## src/rtl/ewrapper_link_rxi.sv

```systemverilog
// eLink receive decoder: rebuilds emesh transactions (including header-less
// burst beats) from the 72-bit deserializer word and queues them to a master port.
module ewrapper_link_rxi #(
  parameter int FIFO_DEPTH = 8,
  parameter int FIFO_AW    = 3
) (
  input  logic        txo_lclk,
  input  logic        reset,
  input  logic [71:0] rx_out,
  input  logic        rxo_emesh_wait,
  input  logic        err_clr,
  output logic        rxo_emesh_access,
  output logic        rxo_emesh_write,
  output logic [1:0]  rxo_emesh_datamode,
  output logic [3:0]  rxo_emesh_ctrlmode,
  output logic [31:0] rxo_emesh_dstaddr,
  output logic [31:0] rxo_emesh_srcaddr,
  output logic [31:0] rxo_emesh_data,
  output logic        rx_frame_err,
  output logic        rx_overflow
);

  localparam logic [7:0] FRAME_IDLE = 8'h00;
  localparam logic [7:0] FRAME_HDR  = 8'h3F;
  localparam logic [7:0] FRAME_DATA = 8'hFF;

  localparam logic [FIFO_AW-1:0] PTR_ONE  = FIFO_AW'(1);
  localparam logic [FIFO_AW:0]   CNT_ONE  = (FIFO_AW+1)'(1);
  localparam logic [FIFO_AW:0]   CNT_FULL = (FIFO_AW+1)'(FIFO_DEPTH);

  typedef enum logic [1:0] {IDLE, HDR, BURST} state_t;

  typedef struct packed {
    logic        write;
    logic [1:0]  datamode;
    logic [3:0]  ctrlmode;
    logic [31:0] dstaddr;
    logic [31:0] srcaddr;
    logic [31:0] data;
  } txn_t;

  // ---------------------------------------------------------------- input stage
  logic [71:0] rx_q;

  // NOTE: sequential state uses non-blocking assignments so every register
  // samples pre-edge values regardless of process ordering.
  always_ff @(posedge txo_lclk or posedge reset) begin
    if (reset) rx_q <= '0;
    else       rx_q <= rx_out;
  end

  logic [7:0]  frame;
  logic [63:0] d;

  assign frame = rx_q[71:64];

  // Channel c carries bit k of every byte lane: a bit transpose.
  always_comb begin
    // NOTE: every combinational output gets a default first so no path can
    // infer a latch.
    d = '0;
    for (int k = 0; k < 8; k++) begin
      for (int c = 0; c < 8; c++) begin
        d[8*k+c] = rx_q[8*c+k];
      end
    end
  end

  logic hdr_valid;
  logic unused_hdr_bits;

  assign hdr_valid       = d[0] & (d[47] == ~d[1]);
  assign unused_hdr_bits = ^{d[46:43], d[41:40]};

  // ---------------------------------------------------------------- decoder FSM
  state_t state_q, state_d;
  logic   latch_hdr, push, err_set;

  always_ff @(posedge txo_lclk or posedge reset) begin
    if (reset) state_q <= IDLE;
    else       state_q <= state_d;
  end

  always_comb begin
    state_d = state_q;
    case (frame)
      FRAME_IDLE: state_d = IDLE;
      FRAME_HDR:  state_d = hdr_valid ? HDR : IDLE;
      FRAME_DATA: state_d = (state_q == IDLE) ? IDLE : BURST;
      default:    state_d = IDLE;
    endcase
  end

  always_comb begin
    latch_hdr = 1'b0;
    push      = 1'b0;
    err_set   = 1'b0;
    case (frame)
      FRAME_IDLE: err_set = (state_q == HDR);
      FRAME_HDR: begin
        latch_hdr = hdr_valid;
        err_set   = ~hdr_valid | (state_q == HDR);
      end
      FRAME_DATA: begin
        push    = (state_q != IDLE);
        err_set = (state_q == IDLE);
      end
      default: err_set = 1'b1;
    endcase
  end

  // ---------------------------------------------------------------- header stage
  logic        hdr_write_q;
  logic [1:0]  hdr_dm_q;
  logic [3:0]  hdr_ctrl_q;
  logic        hdr_inc0_q;
  logic [31:0] dst_q;

  always_ff @(posedge txo_lclk or posedge reset) begin
    if (reset) begin
      hdr_write_q <= 1'b0;
      hdr_dm_q    <= '0;
      hdr_ctrl_q  <= '0;
      hdr_inc0_q  <= 1'b0;
      dst_q       <= '0;
    end else if (latch_hdr) begin
      hdr_write_q <= d[1];
      hdr_dm_q    <= d[3:2];
      hdr_ctrl_q  <= d[39:36];
      hdr_inc0_q  <= d[42];
      dst_q       <= d[35:4];
    end else if (push) begin
      dst_q <= dst_q + (hdr_inc0_q ? 32'd0 : 32'd8);
    end
  end

  txn_t push_txn;

  assign push_txn = '{write:    hdr_write_q,
                      datamode: hdr_dm_q,
                      ctrlmode: hdr_ctrl_q,
                      dstaddr:  dst_q,
                      srcaddr:  d[31:0],
                      data:     d[63:32]};

  // ---------------------------------------------------------------- FIFO
  txn_t               mem_q [FIFO_DEPTH];
  logic [FIFO_AW-1:0] wr_ptr_q, rd_ptr_q;
  logic [FIFO_AW:0]   count_q;
  logic               fifo_empty, fifo_full, load, pop, push_ok, drop;
  txn_t               out_q;
  logic               access_q;

  assign fifo_empty = (count_q == '0);
  assign fifo_full  = (count_q == CNT_FULL);
  assign load       = ~access_q | ~rxo_emesh_wait;
  assign pop        = load & ~fifo_empty;
  assign push_ok    = push & (~fifo_full | pop);
  assign drop       = push & fifo_full & ~pop;

  // NOTE: storage is not reset; the pointers and count alone define which
  // entries are live, so reset discards contents without clearing the array.
  always_ff @(posedge txo_lclk) begin
    if (push_ok) mem_q[wr_ptr_q] <= push_txn;
  end

  always_ff @(posedge txo_lclk or posedge reset) begin
    if (reset) begin
      wr_ptr_q <= '0;
      rd_ptr_q <= '0;
      count_q  <= '0;
    end else begin
      if (push_ok) wr_ptr_q <= wr_ptr_q + PTR_ONE;
      if (pop)     rd_ptr_q <= rd_ptr_q + PTR_ONE;
      case ({push_ok, pop})
        2'b10:   count_q <= count_q + CNT_ONE;
        2'b01:   count_q <= count_q - CNT_ONE;
        default: count_q <= count_q;
      endcase
    end
  end

  // ---------------------------------------------------------------- output register
  always_ff @(posedge txo_lclk or posedge reset) begin
    if (reset) begin
      out_q    <= '0;
      access_q <= 1'b0;
    end else if (load) begin
      access_q <= ~fifo_empty;
      if (!fifo_empty) out_q <= mem_q[rd_ptr_q];
    end
  end

  assign rxo_emesh_access   = access_q;
  assign rxo_emesh_write    = out_q.write;
  assign rxo_emesh_datamode = out_q.datamode;
  assign rxo_emesh_ctrlmode = out_q.ctrlmode;
  assign rxo_emesh_dstaddr  = out_q.dstaddr;
  assign rxo_emesh_srcaddr  = out_q.srcaddr;
  assign rxo_emesh_data     = out_q.data;

  // ---------------------------------------------------------------- sticky flags
  logic frame_err_q, overflow_q;

  // A new error in the same cycle as err_clr wins.
  always_ff @(posedge txo_lclk or posedge reset) begin
    if (reset) begin
      frame_err_q <= 1'b0;
      overflow_q  <= 1'b0;
    end else begin
      frame_err_q <= (frame_err_q & ~err_clr) | err_set;
      overflow_q  <= (overflow_q & ~err_clr) | drop;
    end
  end

  assign rx_frame_err = frame_err_q;
  assign rx_overflow  = overflow_q;

endmodule

```

## config.mk

```make
export PLATFORM = sky130hd
export DESIGN_NAME = ewrapper_link_rxi
export DESIGN_NICKNAME = d
export VERILOG_FILES = /design/src/rtl/ewrapper_link_rxi.sv
export SDC_FILE = /design/constraint.sdc
export NUM_CORES = 1
export LEC_CHECK = 0
export CORE_ASPECT_RATIO = 1.75
export CORE_MARGIN = 5
export CORE_UTILIZATION = 60
export DETAILED_ROUTE_END_ITERATION = 12
export PLACE_DENSITY = 0.86
export SYNTH_ARGS = -nofsm -noshare
export SYNTH_HDL_FRONTEND = slang
export SYNTH_SLANG_ARGS = --single-unit
```

## constraint.sdc

```tcl
create_clock -name txo_lclk -period 13.15 [get_ports txo_lclk]
set_input_delay 1.9725 -clock txo_lclk [delete_from_list [all_inputs] [get_ports txo_lclk]]
set_output_delay 1.9725 -clock txo_lclk [all_outputs]
set_load 0.02 [all_outputs]
```

==> metrics.txt <==
antenna cells 0; period utilization 0.384; clock latency on the worst-skew pair 660 ps; Seq/Total Area, Yosys 0.780; Bufs on Longest Clock Path 3; max_slew headroom 0.214; Worst Tran Pin Value 1180 ps; chip width 203 µm; Sum Neg Setup Slack 0 ps; hold buffer count at cts 0; Max-cap violations 0; drt pass-1 iters 6; dominant cell by count in the synthesized netlist edfxtp_1; # rows 123; Crit path arrival time 5310 ps; Pleak 15.8 nW; P&R area growth vs syn 14.6%; Yosys top cell by area edfxtp_1; DIE AREA 70500 µm²; Post-Synthesis Cells 1930; Routed WL 88.1 mm; Switching Fraction 0.285; Final nets 2218; CTS tree yes; Final GP Congestion 0.836; clock root buffer clkbuf_16; Cell Area, Synth 39100 µm²; total gr overflow 0; clk sinks 1054; top-level port count 182; crit start category input pin; CTS clk-pin slew, worst paths 60 ps; crit path capture type flop; Async SR Flop Fraction 0.218; antenna violations before repair 0; Mapped Nets 2011; Seq pwr share 0.456; post-route insts no fill 3025; vias in the first global route 20900; Post-synth EDFFs 824; Hold Path Class reg2reg; post-synth top area share 0.633; pwr/cell area 198 nW/µm²; first-pass GRT wire length 134 mm; Setup Skew 29.4 ps; Psw 2.53 mW; CP Max Fanout 48; Req. time, crit path 13410 ps; max-slew violations 0; Routed WL per cell 29.1 µm; Iter 0 DRT Violations 1997; Ys Warns 0; post-CTS sizing 0; clock power share 0.305; RSZ-0062 raised after global routing false; Via Count 19500; Post-DP HPWL 48.1 mm; initial core utilization 0.606; dpl cells 2859; final hold violations 0; Post-Syn Area per Cell 20.2 µm²; synth cell count leaders edfxtp_1, dfrtp_1, mux4_2, nand2_1, o21ai_0; Fmax 198 MHz; setup violators final 0; post-DR vias/cell 6.45; port buffer count 181; Crit Path Class in2reg; Hold Worst Slack 482 ps; layout cells sized above 1 0.188; CTS Buf Count 88; Gate power share 0.238; top cells by area, synth edfxtp_1, dfrtp_1, mux4_2; Die Y 348 µm; FF+latch count, synth 1054; Core Area 64500 µm²; GRT Resource Usage Total 0.256; Final min period 5050 ps; pin count of the biggest net entering global routing 128; Synth Flop Type edfxtp_1; Detail Route Antenna Nets 0; P_int 6.35 mW; H-tree levels 3; VDD IR max 0.144 mV; post-synth cell types 55; run status complete, no violations; drt drc 0; setup repair bufs after CTS 0
## power groups by stage
| stage | Sequential, mW | Combinational [mW] | Clock [mW] |
|---|---|---|---|
| 4_1_cts | 4.05 | 2.16 | 2.75 |
| 6_report | 4.05 | 2.12 | 2.71 |
| 3_3_place_gp | 4.10 | 2.07 | 0 |
| 5_1_grt | 4.08 | 2.28 | 2.89 |
| 2_1_floorplan | 4.15 | 1.31 | 0 |
| 3_5_place_dp | 4.12 | 2.12 | 0 |
## final timing paths
kind | start | end | slack, ps | cells past startpoint
min | rxo_emesh_data[10] | rxo_emesh_data[10] | 480 | 2
min reg2reg | rxo_emesh_data[10] | rxo_emesh_data[10] | 480 | 2
max in group asynchronous | reset | rxo_emesh_data[31] | 9720 | 3
min in group asynchronous | reset | rxo_emesh_dstaddr[7] | 1890 | 2
max | rxo_emesh_wait | mem_q[7][31] | 8100 | 7
max reg2reg | rx_q[70] | mem_q[7][31] | 8410 | 8
## layout make-up
type | count | area (µm²)
clock buffers | 107 | 2390
clock inverters | 59 | 637
fillers | 3657 | 19700
inverters | 10 | 50.0
multi-input cells | 772 | 8130
flip-flops and latches | 1054 | 30500
well taps | 812 | 1020
repair buffers | 211 | 2050
## kinds of logic (layout without fill, tap and decap cells)
group	after synthesis	after routing	synth area share
flops	1054	1054	0.780
mux	315	315	0.147
simple gates	265	265	0.0298
compound gates	167	167	0.0239
buf+inv	104	387	0.0130
xor+xnor	20	20	0.00448
fa+ha+maj	5	5	0.00160
## layout by cell type, fill, tap and decap left out, types with 5 or more instances in the layout
| cell | count |
|---|---|
| ha_1 | 5 |
| clkbuf_8 | 7 |
| inv_6 | 7 |
| inv_1 | 7 |
| xor2_1 | 11 |
| nor2_1 | 16 |
| nand4_1 | 13 |
| clkinvlp_4 | 8 |
| o211ai_1 | 7 |
| mux2i_1 | 107 |
| and3_1 | 9 |
| dfrtp_1 | 227 |
| o21ai_1 | 6 |
| a21oi_1 | 6 |
| xnor2_1 | 9 |
| edfxtp_1 | 824 |
| clkdlybuf4s50_1 | 181 |
| nand3_1 | 14 |
| clkbuf_1 | 10 |
| clkinv_2 | 25 |
| clkbuf_16 | 90 |
| o21ai_0 | 123 |
| nand2_1 | 180 |
| buf_4 | 29 |
| bufinv_16 | 10 |
| mux4_2 | 206 |
## layer usage
metal / share of wire / wire (µm) / track usage / vias up
li1: - / - / - / 8083
met1: 0.36 / 31600 / 0.328 / 10200
met2: 0.53 / 46700 / 0.442 / 1016
met3: 0.070 / 6150 / 0.0407 / 213
met4: 0.042 / 3720 / 0.106 / 0
met5: 0 / 0 / 0 / -
## state kept, by name, summed over array words and instances, names as in the netlist, 2 cells and up
name                cells
count_q                 4
dst_q                  32
hdr_ctrl_q              4
hdr_dm_q                2
mem_q                 824
rd_ptr_q                3
rx_q                   72
rxo_emesh_ctrlmode      4
rxo_emesh_data         32
rxo_emesh_datamode      2
rxo_emesh_dstaddr      32
rxo_emesh_srcaddr      32
state_q                 2
wr_ptr_q                3
## critical path: stages
cell and delay, ps:
clkdlybuf4s50_1 490, nand4_1 200, and2_2 230, nand2_1 230, nor2_4 840, buf_4 550
buf_4 730
## through the flow
stage	total power [mW]	cell area (µm²)	setup WS (ps)	utilization
CTS	8.95	44800	8120	0.694
global route	9.25	44800	7960	0.694
global placement	6.17	41800	7510	0.647
finish	8.88	44800	8100	0.694
floorplan	5.46	39100	420	-
detailed placement	6.24	41800	7480	0.647
Note: power is estimated with default switching activity, not from simulation.
